<file path="config.mk">
export PLATFORM = sky130hd
export DESIGN_NAME = bp_update_queue
export DESIGN_NICKNAME = d
export VERILOG_FILES = /design/src/rtl/bp_update_queue.sv
export SDC_FILE = /design/constraint.sdc
export NUM_CORES = 1
export LEC_CHECK = 0
export BUFFER_PORTS_ARGS = -buffer_cell sky130_fd_sc_hd__clkbuf_2
export CORE_ASPECT_RATIO = 1.1
export CORE_MARGIN = 2
export CORE_UTILIZATION = 30
export CTS_BUF_LIST = sky130_fd_sc_hd__clkbuf_4
export CTS_CLUSTER_DIAMETER = 60
export DETAILED_ROUTE_END_ITERATION = 8
export PLACE_DENSITY = 0.53
export SLEW_MARGIN = 20
export SYNTH_ARGS = -nofsm -noshare
export SYNTH_HDL_FRONTEND = slang
export SYNTH_SLANG_ARGS = --single-unit
</file>
<file path="constraint.sdc">
create_clock -name clk_i -period 22.2 [get_ports clk_i]
set_input_delay 1.11 -clock clk_i [delete_from_list [all_inputs] [get_ports clk_i]]
set_output_delay 1.11 -clock clk_i [all_outputs]
set_load 0.05 [all_outputs]
</file>
<file path="src/rtl/bp_update_queue.sv">
// bp_update_queue: buffers resolved conditional branches and feeds them to the
// local branch predictor one per cycle. An issue is held off while the head's
// predictor entry was written within the last HAZARD_CYCLES cycles. Saturating
// branch / mispredict statistics are kept alongside.
// bht_update_o is laid out as the packed struct {valid, pc[VLEN-1:0], taken}.
module bp_update_queue #(
    parameter int unsigned VLEN          = 64,
    parameter bit          RVC           = 1'b1,
    parameter int unsigned DEPTH         = 4,
    parameter int unsigned NR_ENTRIES    = 1024,
    parameter int unsigned HAZARD_CYCLES = 2,
    parameter int unsigned CNT_WIDTH     = 32
) (
    input  logic                 clk_i,
    input  logic                 rst_i,
    input  logic                 flush_bp_i,
    input  logic                 debug_mode_i,
    input  logic                 resolved_valid_i,
    input  logic [VLEN-1:0]      resolved_pc_i,
    input  logic                 resolved_taken_i,
    input  logic                 resolved_pred_taken_i,
    output logic                 resolved_ready_o,
    output logic [VLEN+1:0]      bht_update_o,
    output logic [CNT_WIDTH-1:0] branch_cnt_o,
    output logic [CNT_WIDTH-1:0] mispredict_cnt_o
);
    localparam int unsigned KEY_BITS = $clog2(NR_ENTRIES);
    localparam int unsigned OFFSET   = RVC ? 1 : 2;
    localparam int unsigned PTR_W    = $clog2(DEPTH);
    // Keep at least one history slot so the arrays stay legal; it is ignored
    // entirely when the hazard check is disabled.
    localparam int unsigned HZ_N     = (HAZARD_CYCLES == 0) ? 1 : HAZARD_CYCLES;

    typedef struct packed {
        logic            valid;
        logic [VLEN-1:0] pc;
        logic            taken;
    } bht_update_t;

    typedef struct packed {
        logic [VLEN-1:0] pc;
        logic            taken;
    } entry_t;

    entry_t               fifo_q [DEPTH];
    logic [PTR_W:0]       wr_ptr_q, rd_ptr_q;
    logic [HZ_N-1:0]      hz_vld_q;
    logic [KEY_BITS-1:0]  hz_key_q [HZ_N];
    bht_update_t          upd_q, upd_d;
    logic [CNT_WIDTH-1:0] bcnt_q, bcnt_d, mcnt_q, mcnt_d;

    logic                 full, empty, accept, issue, hazard_hit;
    entry_t               head;
    logic [KEY_BITS-1:0]  head_key;

    // Occupancy, head lookup and the accept/issue decisions
    always_comb begin
        full     = (wr_ptr_q[PTR_W] != rd_ptr_q[PTR_W]) &&
                   (wr_ptr_q[PTR_W-1:0] == rd_ptr_q[PTR_W-1:0]);
        empty    = (wr_ptr_q == rd_ptr_q);
        head     = fifo_q[rd_ptr_q[PTR_W-1:0]];
        head_key = head.pc[KEY_BITS+OFFSET-1:OFFSET];

        hazard_hit = 1'b0;
        for (int i = 0; i < int'(HZ_N); i++) begin
            if (HAZARD_CYCLES != 0 && hz_vld_q[i] && hz_key_q[i] == head_key)
                hazard_hit = 1'b1;
        end

        // Debug-mode branches are consumed (ready stays high) but dropped here.
        accept = resolved_valid_i && !full && !debug_mode_i && !flush_bp_i;
        issue  = !empty && !flush_bp_i && !hazard_hit;
    end

    assign resolved_ready_o = !full;

    // Next update word and saturating statistics
    always_comb begin
        upd_d       = upd_q;
        upd_d.valid = 1'b0;
        if (issue) begin
            upd_d.valid = 1'b1;
            upd_d.pc    = head.pc;
            upd_d.taken = head.taken;
        end

        bcnt_d = bcnt_q;
        mcnt_d = mcnt_q;
        if (accept) begin
            if (~&bcnt_q)
                bcnt_d = bcnt_q + CNT_WIDTH'(1);
            if ((resolved_taken_i != resolved_pred_taken_i) && ~&mcnt_q)
                mcnt_d = mcnt_q + CNT_WIDTH'(1);
        end
    end

    // FIFO storage and pointers; flush drops everything pending
    always_ff @(posedge clk_i or posedge rst_i) begin
        if (rst_i) begin
            wr_ptr_q <= '0;
            rd_ptr_q <= '0;
            for (int i = 0; i < int'(DEPTH); i++) fifo_q[i] <= '0;
        end else if (flush_bp_i) begin
            wr_ptr_q <= '0;
            rd_ptr_q <= '0;
        end else begin
            if (accept) begin
                fifo_q[wr_ptr_q[PTR_W-1:0]] <= '{pc: resolved_pc_i, taken: resolved_taken_i};
                wr_ptr_q <= wr_ptr_q + (PTR_W+1)'(1);
            end
            if (issue)
                rd_ptr_q <= rd_ptr_q + (PTR_W+1)'(1);
        end
    end

    // Hazard history: shifts every cycle, records the issued key or a bubble
    always_ff @(posedge clk_i or posedge rst_i) begin
        if (rst_i) begin
            hz_vld_q <= '0;
            for (int i = 0; i < int'(HZ_N); i++) hz_key_q[i] <= '0;
        end else if (flush_bp_i) begin
            hz_vld_q <= '0;
        end else begin
            hz_vld_q[0] <= issue;
            hz_key_q[0] <= head_key;
            for (int i = 1; i < int'(HZ_N); i++) begin
                hz_vld_q[i] <= hz_vld_q[i-1];
                hz_key_q[i] <= hz_key_q[i-1];
            end
        end
    end

    // Registered predictor update and counters; counters survive a flush
    always_ff @(posedge clk_i or posedge rst_i) begin
        if (rst_i) begin
            upd_q  <= '0;
            bcnt_q <= '0;
            mcnt_q <= '0;
        end else begin
            upd_q  <= upd_d;
            bcnt_q <= bcnt_d;
            mcnt_q <= mcnt_d;
        end
    end

    assign bht_update_o     = upd_q;
    assign branch_cnt_o     = bcnt_q;
    assign mispredict_cnt_o = mcnt_q;

endmodule

</file>
==> key figures <==
Synth
  – Post-Synth XOR/XNOR Area: 4.14%
  – EDFF count, synth: 0
  – Seq cells post-synth: 418
  – Top_reg_cell synth: dfrtp_1
  – Distinct cell type count after synthesis: 47
  – Mux contribution to synthesized area: 30.2%
  – Number of synthesis warnings: 0
  – Adder-Cell Fraction of Synth Area: 0.481%
  – Synthesized area per cell: 15.2 sq um
  – Cells after Synth: 1,193
  – Syn Nets: 1,271
  – Seq/Total Area, Yosys: 57.5%
  – Largest family of logic cells by synthesized area: multiplexers
  – Post-synth ARST share: 100%
  – Synth Area in Simple Gates: 4.81%
  – Compound-Gate Fraction of Synth Area: 1.07%
  – Synthesized area: 18,200 sq um

Critical path
  – Crit Path Class: flop to flop
  – Reg-to-reg endpoint: bht_update_o[8]$_DFFE_PP0P_
  – R2r startpoint: rd_ptr_q[1]$_DFFE_PP0P_
  – Buf/Inv on CP: 2
  – Reg2reg setup slack: 17.37 ns
  – Worst-path cell with the longest stage delay: buf_4
  – Top delay family on crit path: buffers and inverters
  – CP Launch Type: flop
  – Arrival @ worst endpoint: 5.51 ns
  – Critical Path Max Stage Delay: 0.82 ns
  – Cells along the critical path: buf_4 -> mux4_1 -> xnor2_1 -> nand4_1 -> nor2_1 -> a31oi_1 -> and3_4 -> buf_4 -> mux2_4
  – CP Capture Type: flop
  – Worst reg-to-reg path cell count: 9
  – Worst EP required: 22.88 ns
  – Cell mode on critical path: buf_4
  – Crit-path max FO: 53

Timing
  – Post-route clock period utilization: 21.7%
  – RSZ-0062 raised after global routing: no
  – Fin crit period: 4.83 ns
  – Final setup fails: 0
  – Fmax: 0.207 GHz
  – Worst slew pin tran: 1.07 ns
  – Final slew viol count: 0
  – Final setup skew: 0.0755 ns
  – Total negative slack: 0 ns
  – Final hold vios: 0
  – Max_slew headroom: 28.9%

Power
  – Leakage power: 0.0100 uW
  – Switching Fraction: 36.4%
  – Sequential power share: 40.6%
  – Total power: 2640 uW
  – Worst VDD drop: 62.4 uV
  – Comb power frac: 34.3%
  – Cell area power density: 123 nW/um^2
  – P_sw: 959 uW
  – Internal power: 1680 uW
  – Clock Power Share: 25.1%

Clock tree
  – Num CTS Buffers: 112
  – Clock Latency Late Sink: 0.87 ns
  – # hold bufs at CTS: 0
  – Post-CTS Resized: 0
  – H-Tree Level Count: 3
  – CTS tree: done
  – Reg clk slew, reported paths: 0.07 ns
  – Root buffer cell: clkbuf_4
  – Clk sinks: 418
  – Longest Clk Path Bufs: 3
  – # Post-CTS Setup Buffers: 0

Finish
  – Fillcell total: 5,843
  – Post-route cell area: 21,400 sq um
  – Nets: 1,541
  – Leading cell type in the layout, fill and taps excluded: dfrtp_1
  – Layout cells sized above 1: 51.6%
  – Commonest non-fill, non-tap cells in the layout: dfrtp_1 (416), mux2_2 (301), clkbuf_2 (201), clkbuf_4 (164), xnor2_1 (68)
  – Layout area overhead: 17.9%

Die
  – Core ar.: 59,900 sq um
  – Initial core utilization: 30.4%
  – Ports: 202
  – Die width: 239 um
  – Die H: 262 um
  – Row count: 94
  – Die area: 62,600 sq um

GRT
  – Vias in the first global route: 12,073
  – First-pass GRT wire length: 69,000 um
  – Antenna violations before repair: 1
  – Total GRT Usage: 14.2%
  – Largest net degree at the start of global routing: 179
  – Total grt overflow: 0

Drt
  – Vias: 10,949
  – Detailed Routing Iterations Pass 1: 4
  – DRC viols: 0
  – Initial DRC count: 431
  – WL per Instance: 18.7 um
  – Total wire length: 43,400 um
  – Detail Route Antenna Nets: 0
  – Vias per cell: 4.72

Min path
  – Type of the tightest min-delay check: input pin to async pin

Flow run
  – Maxcap violations: 0

Place
  – Input/output buffers: 201
  – Hpwl dp: 26,500 um
  – Area after DPL: 20,000 sq um
  – GPL Wtd Cong: 0.778

Outcome
  – Outcome: finished clean
[routing by layer]
layer / wire (um) / track usage, %
met1: 19200 / 17.9
met4: 1040 / 5.95
met2: 20900 / 23.1
met3: 2210 / 3.55
met5: 0 / 0
[power groups by stage]
stage	Combinational (uW)	Sequential (uW)	Clock, uW
6_report	906	1070	661
5_1_grt	970	1100	737
4_1_cts	901	1090	699
3_5_place_dp	900	1100	0
3_3_place_gp	887	1100	0
2_1_floorplan	520	1260	0
[stage by stage]
stage	hold slack [ns]	cells	util (%)	worst slack [ns]
2_1_floorplan	0.465	1193	-	9.46
3_3_place_gp	0.477	2116	33.4	17.07
3_5_place_dp	0.484	2116	33.4	16.95
4_1_cts	0.247	2316	35.8	16.97
5_1_grt	0.332	2318	35.8	17.11
6_report	0.358	2319	35.8	17.37
[worst max path at each step]
stage / startpoint / endpoint / slack (ns) / cells after the start
floorplan: rst_i / bht_update_o[0]$_DFFE_PP0P_ / 9.46 / 1
global route: rd_ptr_q[1]$_DFFE_PP0P_ / bht_update_o[35]$_DFFE_PP0P_ / 17.11 / 9
CTS: rd_ptr_q[0]$_DFFE_PP0P_ / bht_update_o[35]$_DFFE_PP0P_ / 16.97 / 9
detailed placement: rd_ptr_q[0]$_DFFE_PP0P_ / bht_update_o[37]$_DFFE_PP0P_ / 16.95 / 9
global placement: rd_ptr_q[0]$_DFFE_PP0P_ / bht_update_o[38]$_DFFE_PP0P_ / 17.07 / 9
finish: rd_ptr_q[1]$_DFFE_PP0P_ / bht_update_o[8]$_DFFE_PP0P_ / 17.37 / 9
[cell type report]
| class | instances | area (sq um) | area share, % |
|---|---|---|---|
| Clock buffer | 164 | 1230 | 5.74 |
| Timing Repair Buffer | 213 | 1130 | 5.28 |
| Clock inverter | 36 | 153 | 0.712 |
| Sequential cell | 418 | 10500 | 48.8 |
| Tap cell | 768 | 961 | 4.48 |
| Multi-Input combinational cell | 703 | 7430 | 34.6 |
| Antenna cell | 2 | 5.00 | 0.0233 |
| Inverter | 15 | 63.8 | 0.298 |
[cells by family (layout without fill, tap and decap cells)]
family,after synthesis,in the layout
flip-flops,418,418
buffers and inverters,72,428
multiplexers,414,414
AND/OR/NAND/NOR,172,172
adder cells (fa/ha/maj),7,7
AO/OA/AOI/OAI,24,24
XOR/XNOR,86,86
other,0,2
[synthesized netlist by cell type, drive strengths merged (5+ instances only)]
| cell | n | share of area, % |
|---|---|---|
| o21ai | 6 | 0.17 |
| nor3 | 9 | 0.25 |
| nor2 | 22 | 0.45 |
| nand2 | 55 | 1.1 |
| inv | 15 | 0.31 |
| ha | 7 | 0.48 |
| buf | 18 | 0.72 |
| xor2 | 18 | 0.87 |
| clkbuf | 39 | 0.80 |
| and4 | 6 | 0.29 |
| xnor2 | 68 | 3.3 |
| nor4 | 6 | 0.24 |
| dfrtp | 418 | 58 |
| mux4 | 62 | 7.7 |
| and3 | 10 | 0.37 |
| mux2i | 14 | 0.77 |
| nand3 | 29 | 0.80 |
| mux2 | 338 | 22 |
| and2 | 5 | 0.17 |
| a21oi | 5 | 0.14 |
| nand4 | 18 | 0.62 |
[state kept, by name, indices dropped and copies added, names as in the netlist]
register	flops
mispredict_cnt_o	32
hz_vld_q	2
wr_ptr_q	3
branch_cnt_o	32
hz_key_q	20
bht_update_o	66
rd_ptr_q	3
fifo_q	260
Note: power is estimated with default switching activity, not from simulation.
